<file path="config.mk">
export PLATFORM = sky130hd
export DESIGN_NAME = pipeline_ctrl
export DESIGN_NICKNAME = d
export VERILOG_FILES = /design/src/rtl/pipeline_ctrl_pkg.sv /design/src/rtl/pipeline_ctrl_sat_counter.sv /design/src/rtl/pipeline_ctrl.sv
export SDC_FILE = /design/constraint.sdc
export NUM_CORES = 1
export LEC_CHECK = 0
export BUFFER_PORTS_ARGS = -buffer_cell sky130_fd_sc_hd__buf_2
export CELL_PAD_IN_SITES_DETAIL_PLACEMENT = 0
export CELL_PAD_IN_SITES_GLOBAL_PLACEMENT = 2
export CORE_UTILIZATION = 27
export DETAILED_ROUTE_END_ITERATION = 8
export PLACE_DENSITY_LB_ADDON = 0.3
export REMOVE_ABC_BUFFERS = 1
export SKIP_CTS_REPAIR_TIMING = 1
export SLEW_MARGIN = 15
export SYNTH_ARGS = -nofsm -noshare
export SYNTH_HDL_FRONTEND = slang
export SYNTH_SLANG_ARGS = --single-unit
</file>
<file path="constraint.sdc">
create_clock -name clk -period 2.1 [get_ports clk]
set_clock_uncertainty 0.2 [all_clocks]
set_input_delay 0.21 -clock clk [delete_from_list [all_inputs] [get_ports clk]]
set_output_delay 0.21 -clock clk [all_outputs]
set_load 0.02 [all_outputs]
</file>
<file path="src/rtl/pipeline_ctrl_pkg.sv">
// -----------------------------------------------------------------------------
// pipeline_ctrl_pkg
// Shared types and constants for the pipeline stall/flush scheduler.
//   ctrl_state_t : scheduler FSM encoding (RUN / MEM_WAIT / HALT)
//   REG_X0       : architectural zero register index
//   is_load_use  : load-use hazard detector between EX and DE
// -----------------------------------------------------------------------------
package pipeline_ctrl_pkg;

    typedef enum logic [1:0] {
        RUN      = 2'd0,
        MEM_WAIT = 2'd1,
        HALT     = 2'd2
    } ctrl_state_t;

    localparam logic [4:0] REG_X0 = 5'd0;

    // x0 is hard-wired to zero, so a load targeting it never creates a hazard.
    function automatic logic is_load_use(
        input logic       dmrd_ex,
        input logic [4:0] rd_ex,
        input logic [4:0] rs1_de,
        input logic [4:0] rs2_de
    );
        return dmrd_ex && (rd_ex != REG_X0) &&
               ((rd_ex == rs1_de) || (rd_ex == rs2_de));
    endfunction

endpackage

</file>
<file path="src/rtl/pipeline_ctrl_sat_counter.sv">
// -----------------------------------------------------------------------------
// sat_counter
// Saturating up-counter used for the scheduler performance counters.
//   clk   : clock
//   rst   : synchronous active-high clear (wins over inc)
//   inc   : count one event this cycle
//   count : current value, sticks at all-ones
// -----------------------------------------------------------------------------
module sat_counter #(
    parameter int W = 16
) (
    input  logic         clk,
    input  logic         rst,
    input  logic         inc,
    output logic [W-1:0] count
);

    logic [W-1:0] count_q;

    // NOTE: sequential state is written with <= so every flop samples the
    // pre-edge values, independent of block ordering.
    always_ff @(posedge clk) begin
        if (rst) begin
            count_q <= '0;
        end else if (inc && (count_q != {W{1'b1}})) begin
            count_q <= count_q + W'(1);
        end
    end

    assign count = count_q;

endmodule

</file>
<file path="src/rtl/pipeline_ctrl.sv">
// -----------------------------------------------------------------------------
// pipeline_ctrl
// Stall/flush scheduler for the five-stage pipeline. Decides each cycle which
// pipeline registers load, hold or take a bubble; detects data-memory
// timeouts and counts stall cycles and taken-branch flushes.
//   clk, rst                 : clock, synchronous active-high reset
//   rs1_de, rs2_de           : source registers of the instruction in DE
//   rd_ex, DMRd_ex           : destination / is-load of the instruction in EX
//   br_taken_ex              : branch/jump in EX resolved taken
//   dm_req_me, dm_ready      : data-memory access in ME and its completion
//   en_fe..en_wb             : pipeline-register / PC load enables
//   clr_de, clr_ex           : load a bubble into DE / EX at the next edge
//   mem_err                  : sticky data-memory timeout flag
//   state_o                  : current FSM state
//   stall_cnt, flush_cnt     : saturating performance counters
// -----------------------------------------------------------------------------
module pipeline_ctrl
    import pipeline_ctrl_pkg::*;
#(
    parameter int MEM_TIMEOUT = 255,
    parameter int CNT_W       = 16
) (
    input  logic             clk,
    input  logic             rst,
    input  logic [4:0]       rs1_de,
    input  logic [4:0]       rs2_de,
    input  logic [4:0]       rd_ex,
    input  logic             DMRd_ex,
    input  logic             br_taken_ex,
    input  logic             dm_req_me,
    input  logic             dm_ready,
    output logic             en_fe,
    output logic             en_de,
    output logic             en_ex,
    output logic             en_me,
    output logic             en_wb,
    output logic             clr_de,
    output logic             clr_ex,
    output logic             mem_err,
    output logic [1:0]       state_o,
    output logic [CNT_W-1:0] stall_cnt,
    output logic [CNT_W-1:0] flush_cnt
);

    localparam int WAIT_W = 8;
    localparam logic [WAIT_W-1:0] WAIT_LAST = WAIT_W'(MEM_TIMEOUT - 1);

    ctrl_state_t       state_q, state_d;
    logic [WAIT_W-1:0] wait_cnt_q, wait_cnt_d;
    logic              mem_err_q, mem_err_d;

    logic load_use;
    logic mem_stall;
    logic service;     // evaluate branch / hazard / normal rules this cycle
    logic flush_inc;
    logic stall_inc;

    assign load_use  = is_load_use(DMRd_ex, rd_ex, rs1_de, rs2_de);
    // Inside MEM_WAIT a dropped request is treated as completion, so
    // mem_stall alone decides whether the freeze continues.
    assign mem_stall = dm_req_me & ~dm_ready;

    // NOTE: memories are not involved here; every register below is cleared
    // by rst because the FSM must restart in RUN from any state.
    always_ff @(posedge clk) begin
        if (rst) begin
            state_q    <= RUN;
            wait_cnt_q <= '0;
            mem_err_q  <= 1'b0;
        end else begin
            state_q    <= state_d;
            wait_cnt_q <= wait_cnt_d;
            mem_err_q  <= mem_err_d;
        end
    end

    // NOTE: every output of this block gets a default first so no path
    // leaves a value unassigned and no latch is inferred.
    always_comb begin
        en_fe      = 1'b1;
        en_de      = 1'b1;
        en_ex      = 1'b1;
        en_me      = 1'b1;
        en_wb      = 1'b1;
        clr_de     = 1'b0;
        clr_ex     = 1'b0;
        state_d    = state_q;
        wait_cnt_d = wait_cnt_q;
        mem_err_d  = mem_err_q;
        service    = 1'b0;
        flush_inc  = 1'b0;

        if (rst) begin
            // Pipeline flushes to bubbles while reset is held.
            clr_de = 1'b1;
            clr_ex = 1'b1;
        end else begin
            unique case (state_q)
                RUN: begin
                    if (mem_stall) begin
                        {en_fe, en_de, en_ex, en_me, en_wb} = '0;
                        state_d    = MEM_WAIT;
                        wait_cnt_d = WAIT_W'(1);
                    end else begin
                        service = 1'b1;
                    end
                end
                MEM_WAIT: begin
                    if (mem_stall) begin
                        {en_fe, en_de, en_ex, en_me, en_wb} = '0;
                        wait_cnt_d = wait_cnt_q + WAIT_W'(1);
                        if (wait_cnt_q == WAIT_LAST) begin
                            state_d   = HALT;
                            mem_err_d = 1'b1;
                        end
                    end else begin
                        // Completion wins even in the final allowed cycle.
                        service    = 1'b1;
                        state_d    = RUN;
                        wait_cnt_d = '0;
                    end
                end
                HALT: begin
                    {en_fe, en_de, en_ex, en_me, en_wb} = '0;
                end
                default: begin
                    state_d = RUN;
                end
            endcase

            if (service) begin
                if (br_taken_ex) begin
                    // A hazard alongside a taken branch is on the wrong path.
                    clr_de    = 1'b1;
                    clr_ex    = 1'b1;
                    flush_inc = 1'b1;
                end else if (load_use) begin
                    en_fe  = 1'b0;
                    en_de  = 1'b0;
                    clr_ex = 1'b1;
                end
            end
        end
    end

    assign stall_inc = ~rst & ~(en_fe & en_de & en_ex & en_me & en_wb);
    assign mem_err   = mem_err_q;
    assign state_o   = state_q;

    sat_counter #(.W(CNT_W)) u_stall_cnt (
        .clk   (clk),
        .rst   (rst),
        .inc   (stall_inc),
        .count (stall_cnt)
    );

    sat_counter #(.W(CNT_W)) u_flush_cnt (
        .clk   (clk),
        .rst   (rst),
        .inc   (flush_inc),
        .count (flush_cnt)
    );

endmodule

</file>
Word-level counts from Yosys, hierarchy flattened
Index checks and enable logic that the tools add are counted.
Widths: inputs -> output; s select.
- bits of input ports: 21
- output and inout port bits: 42
- flip-flop bits (word level): 43
- logic and storage cells: 62
- latch bits: 0
- bits in read-only memories: 0
- memories kept: 0
- bits in writable memories: 0
- reduce and logical (&&, ||, !) cells: 12
- equal/unequal tests: 9
- div/mod/pow operators: 0
- add/sub/neg operators: 3
- magnitude comparators: 0
- shift-type cells: 0
- multiplexer cells: 24
- bitwise gates (word level): 9
- multiply operators: 0
- operators with widths (operator ; count):
    $add 16x1->16 const B ; 2
    $ne 16x16->1 const B ; 2
    $mux 1 ; 16
    $mux 8 ; 2
    $pmux 8 s2 ; 1
    $eq 5x5->1 ; 2
    $add 8x1->8 const B ; 1
    $eq 8x8->1 const B ; 1
    $mux 2 ; 3
    $pmux 2 s3 ; 1
    $reduce_and 3->1 ; 2
    $and 1x1->1 ; 5
    $reduce_bool 5->1 ; 1
    $logic_and 1x1->1 ; 4
    $not 1->1 ; 4
    $ne 3x3->1 const B ; 1
    $eq 2x1->1 const B ; 1
    $eq 2x2->1 const B ; 1
    $logic_not 2->1 ; 1
    $ne 2x2->1 const B ; 1
    $pmux 1 s2 ; 1
    $reduce_and 2->1 ; 1
    $reduce_bool 2->1 ; 1
    $reduce_or 2->1 ; 1
    $logic_or 1x1->1 ; 1

Longest topological paths before layout
- depth in word-level cells: 14
- gate-level depth with buffers: 9
- mapped depth without buffers: 7

Hierarchy
A second synthesis with hierarchy kept.
- cells, all modules: 295
- area total of the unflattened synthesis: 2486.1 um^2
- modules (own cells, without submodules) (module ; cells each ; area an instance (um^2) ; seq. area each (um^2) ; instances):
    sat_counter ; 99 ; 848.3 ; 320.3 ; 2
    pipeline_ctrl ; 97 ; 789.5 ; 220.2 ; 1

Worst setup path after synthesis
OpenSTA, ideal clock, no wires.
- path type: register to register
- from: register u_stall_cnt.count_q[4] (netlist: u_stall_cnt.count[4])
- to: register u_stall_cnt.count_q[1] (netlist: u_stall_cnt.count[1])
- buffers on the path: 2
- setup slack: -139 ps
- arrival: 1911 ps
- library setup time: 128 ps
- cell stages (with the launch flop): 9
- required time: 1772 ps
- period minus slack after synthesis: 2239 ps
- path through: dfxtp_1 > nand4_1 > nor4_2 > nor4b_2 > a21oi_4 > buf_6 > buf_8 > mux2i_1 > nor2_1
- word-level cells in the longest chain between the ends: 2
- ends and longest elaborated chain (what ; line ; text):
    start: declaration ; pipeline_ctrl_sat_counter.sv:18 ; logic [W-1:0] count_q;
    start signal: assignment ; pipeline_ctrl_sat_counter.sv:26 ; count_q <= count_q + W'(1);
    $ne 16x16->1 ; pipeline_ctrl_sat_counter.sv:25 ; end else if (inc && (count_q != {W{1'b1}})) begin
    $logic_and 1x1->1 ; pipeline_ctrl_sat_counter.sv:25 ;
No other way between the ends.
A chain may end at the register's enable or synchronous reset.

Final worst setup path
- from: register u_stall_cnt.count_q[0] (netlist: u_stall_cnt.count[0])
- to: register u_stall_cnt.count_q[15] (netlist: u_stall_cnt.count[15])
- word-level cells in the longest chain between the ends: 2
- elaborated cells on any way between the ends: 3
- classes of those cells: 1 x add/sub; 1 x eq/ne; 1 x reduce/logical
- ends and longest elaborated chain (what):
    branches (longest 2 deep; another with $add 16x1->16)
Several ways; the timed one is not identified.

==> reports/metrics.csv <==
metric,value,unit
outcome,finished with violations,
violations,negative setup slack,
drive_gt1_share,39.7,%
worst_r2r_path_depth,8,
dieArea,8730,µm²
syn_inst,274,
seq_area_frac_synth,38.1,%
fin_crit_sh,102,%
rsz0062_at_grt,true,
cp_top_family,simple AND/OR/NAND/NOR gates,
finalHoldViolCount,0,
setup_ws,-46.7,ps
slew_viol_final,0,
synth_common_cells,"dfxtp_1, nor2_1, a21oi_1",
vias_per_cell,4.75,
avgSynthCellArea,8.24,µm²
synth_edf_count,0,
place_area,2970,µm²
area_growth,46.4,%
maxSlewHeadroom,70.4,%
core,7890,µm²
gp_congestion,0.759,
crit_type,flip-flop to flip-flop,
grt_max_degree,29,
die_h,93.5,µm
endpoint,u_stall_cnt.count[15],
pwr_density_cell,511,nW/µm²
yosysUniqueCellTypes,45,
drc,0,
syn_area,2260,µm²
portBuffers,62,
initial_utilization,28.6,%
fin_crit,2150,ps
hold_slack,88.4,ps
grt_pass1_vias,2105,
cts-buffers-inserted,5,
clk_pin_slew,80,ps
final_area,3310,µm²
critical_path_buf_inv_count,1,
grt.overflow.total,0,
synth_area_leaders,"dfxtp_1, xnor2_1, a21oi_1",
r2r_start,u_stall_cnt.count[0],
dr.pass1.iters,4,
finish.utilization,41.9,%
drtIter0Drc,67,
via_count,2305,
yosysTopAreaCell,dfxtp_1,
cts.path.max_buffers,2,
cp_max_fo,7,
vdd_drop_max,369,µV
max_slew.worst_pin.slew,443,ps
synth_warnings,0,
yosys.area.top_type_share,38.1,%
clkSinkCount,43,
fmax,466,MHz
wl_per_cell,12.8,µm
r2r_end,u_stall_cnt.count[15],
track_usage,14.3,%
min_path_type,input port to flip-flop,
grt_pass1_wl,10.1,mm
synth_most_common_cell,dfxtp_1,
cpMaxStageDelayCell,or4_1,
cts_root_buf,clkbuf_8,
cp-end-kind,flip-flop,
insertion_delay,290,ps
diodes,0,
cpPeakStageDelay,470,ps
startpoint,u_stall_cnt.count[0],
path_cells,ha_4 > nand3_4 > nor4_4 > nor4b_4 > buf_4 > a21oi_4 > or4_1 > a21oi_1,
ys_seq_elements,43,
antenna_found_initial,0,
crit_arrival,2180,ps
drv_cap,0,
required,2130,ps
ant_nets,0,
async_reset_ff_share,0,%
rows,32,
hpwl,4.50,mm
fin_nets,408,
drt_wl_total,6.23,mm
htreeDepth,2,
setup_viol,5,
num-fill-cells,813,
cts_tree,done,
cp_num_cells,8,
io_pins,63,
start_kind,flip-flop,
power.leakage,0.00139,µW
ys.flop_type,dfxtp_1,
r2r_slack,-50,ps
dieWidth,93.5,µm
[where the power goes]
part           internal (µW)  switching [µW]
registers                823            8.06
logic                    110             119
clock network            349             280
[cells in the final DEF (no fill, tap or decap), types with 4 or more instances in the layout]
cell      instances
or3_1            12
nand4_1           9
nand3_1          13
buf_2            61
xor2_1            6
nand2_1          21
a21oi_1          22
and4_1            4
xnor2_1          10
o21ai_1           6
inv_1             9
dfxtp_2           5
nor2_1           32
buf_4            48
clkbuf_8          5
dfxtp_1          38
o21ai_0          13
and3_1            4
xnor2_2           4
[how the worst min path moves through the flow]
stage | startpoint | end | slack, ps | cells after the start
final | dm_req_me | state_o[0] | 90 | 4
after global routing | dm_req_me | state_o[0] | 100 | 4
after CTS | dm_req_me | state_o[0] | 80 | 4
after detailed placement | mem_err | mem_err | 260 | 2
after global placement | mem_err | mem_err | 260 | 2
after floorplan | rst | state_o[1] | 80 | 1
[flip-flops by register name, summed over array words and instances (netlist names)]
register,flops
state_o,2
wait_cnt_q,8
u_flush_cnt.count,16
u_stall_cnt.count,16
mem_err,1
[worst register-to-register path: stages (launching register included)]
cell and delay, ps:
dfxtp_2 340, ha_4 170, nand3_4 90, nor4_4 70, nor4b_4 360, buf_4 190, a21oi_4 80, or4_1 480
a21oi_1 130
[cells by family (layout without fill, tap and decap cells)]
family,Yosys count,in the layout,share of synthesized area (%)
and+or+nand+nor,120,120,28.6
muxes,5,5,2.33
DFF,43,43,38.1
buffers and inverters,22,130,5.04
AOI/OAI and AO/OA,60,61,15.9
xor gates and xnor gates,20,20,7.76
adders and majority gates,4,4,2.22
[metrics by stage]
stage          instances  setup slack, ps  total power (µW)  TNS (ps)
6_report             485            -46.7              1690      -130
5_1_grt              485             -143              1760     -1380
4_1_cts              479             -148              1680     -1250
3_5_place_dp         472             -140              1040     -1480
3_3_place_gp         472             -131              1040     -1300
2_1_floorplan        261             -373               936     -4000
[routing by layer]
metal	track usage [%]	part of all wire, %	vias to the layer above
li1	-	-	1201
met1	19.6	48	1048
met2	22.8	46	52
met3	3.17	4.7	4
met4	3.08	0.63	0
met5	0	0	-
[layout make-up]
class	instances	area (µm²)	area share (%)
Multi-Input combinational cell	210	1440	43.6
Sequential cell	43	867	26.2
Timing Repair Buffer	114	734	22.2
Tap cell	102	128	3.86
Clock buffer	6	72.6	2.20
Inverter	9	33.8	1.02
Clock inverter	1	30.0	0.908
Power figures use the tool's default switching activity.
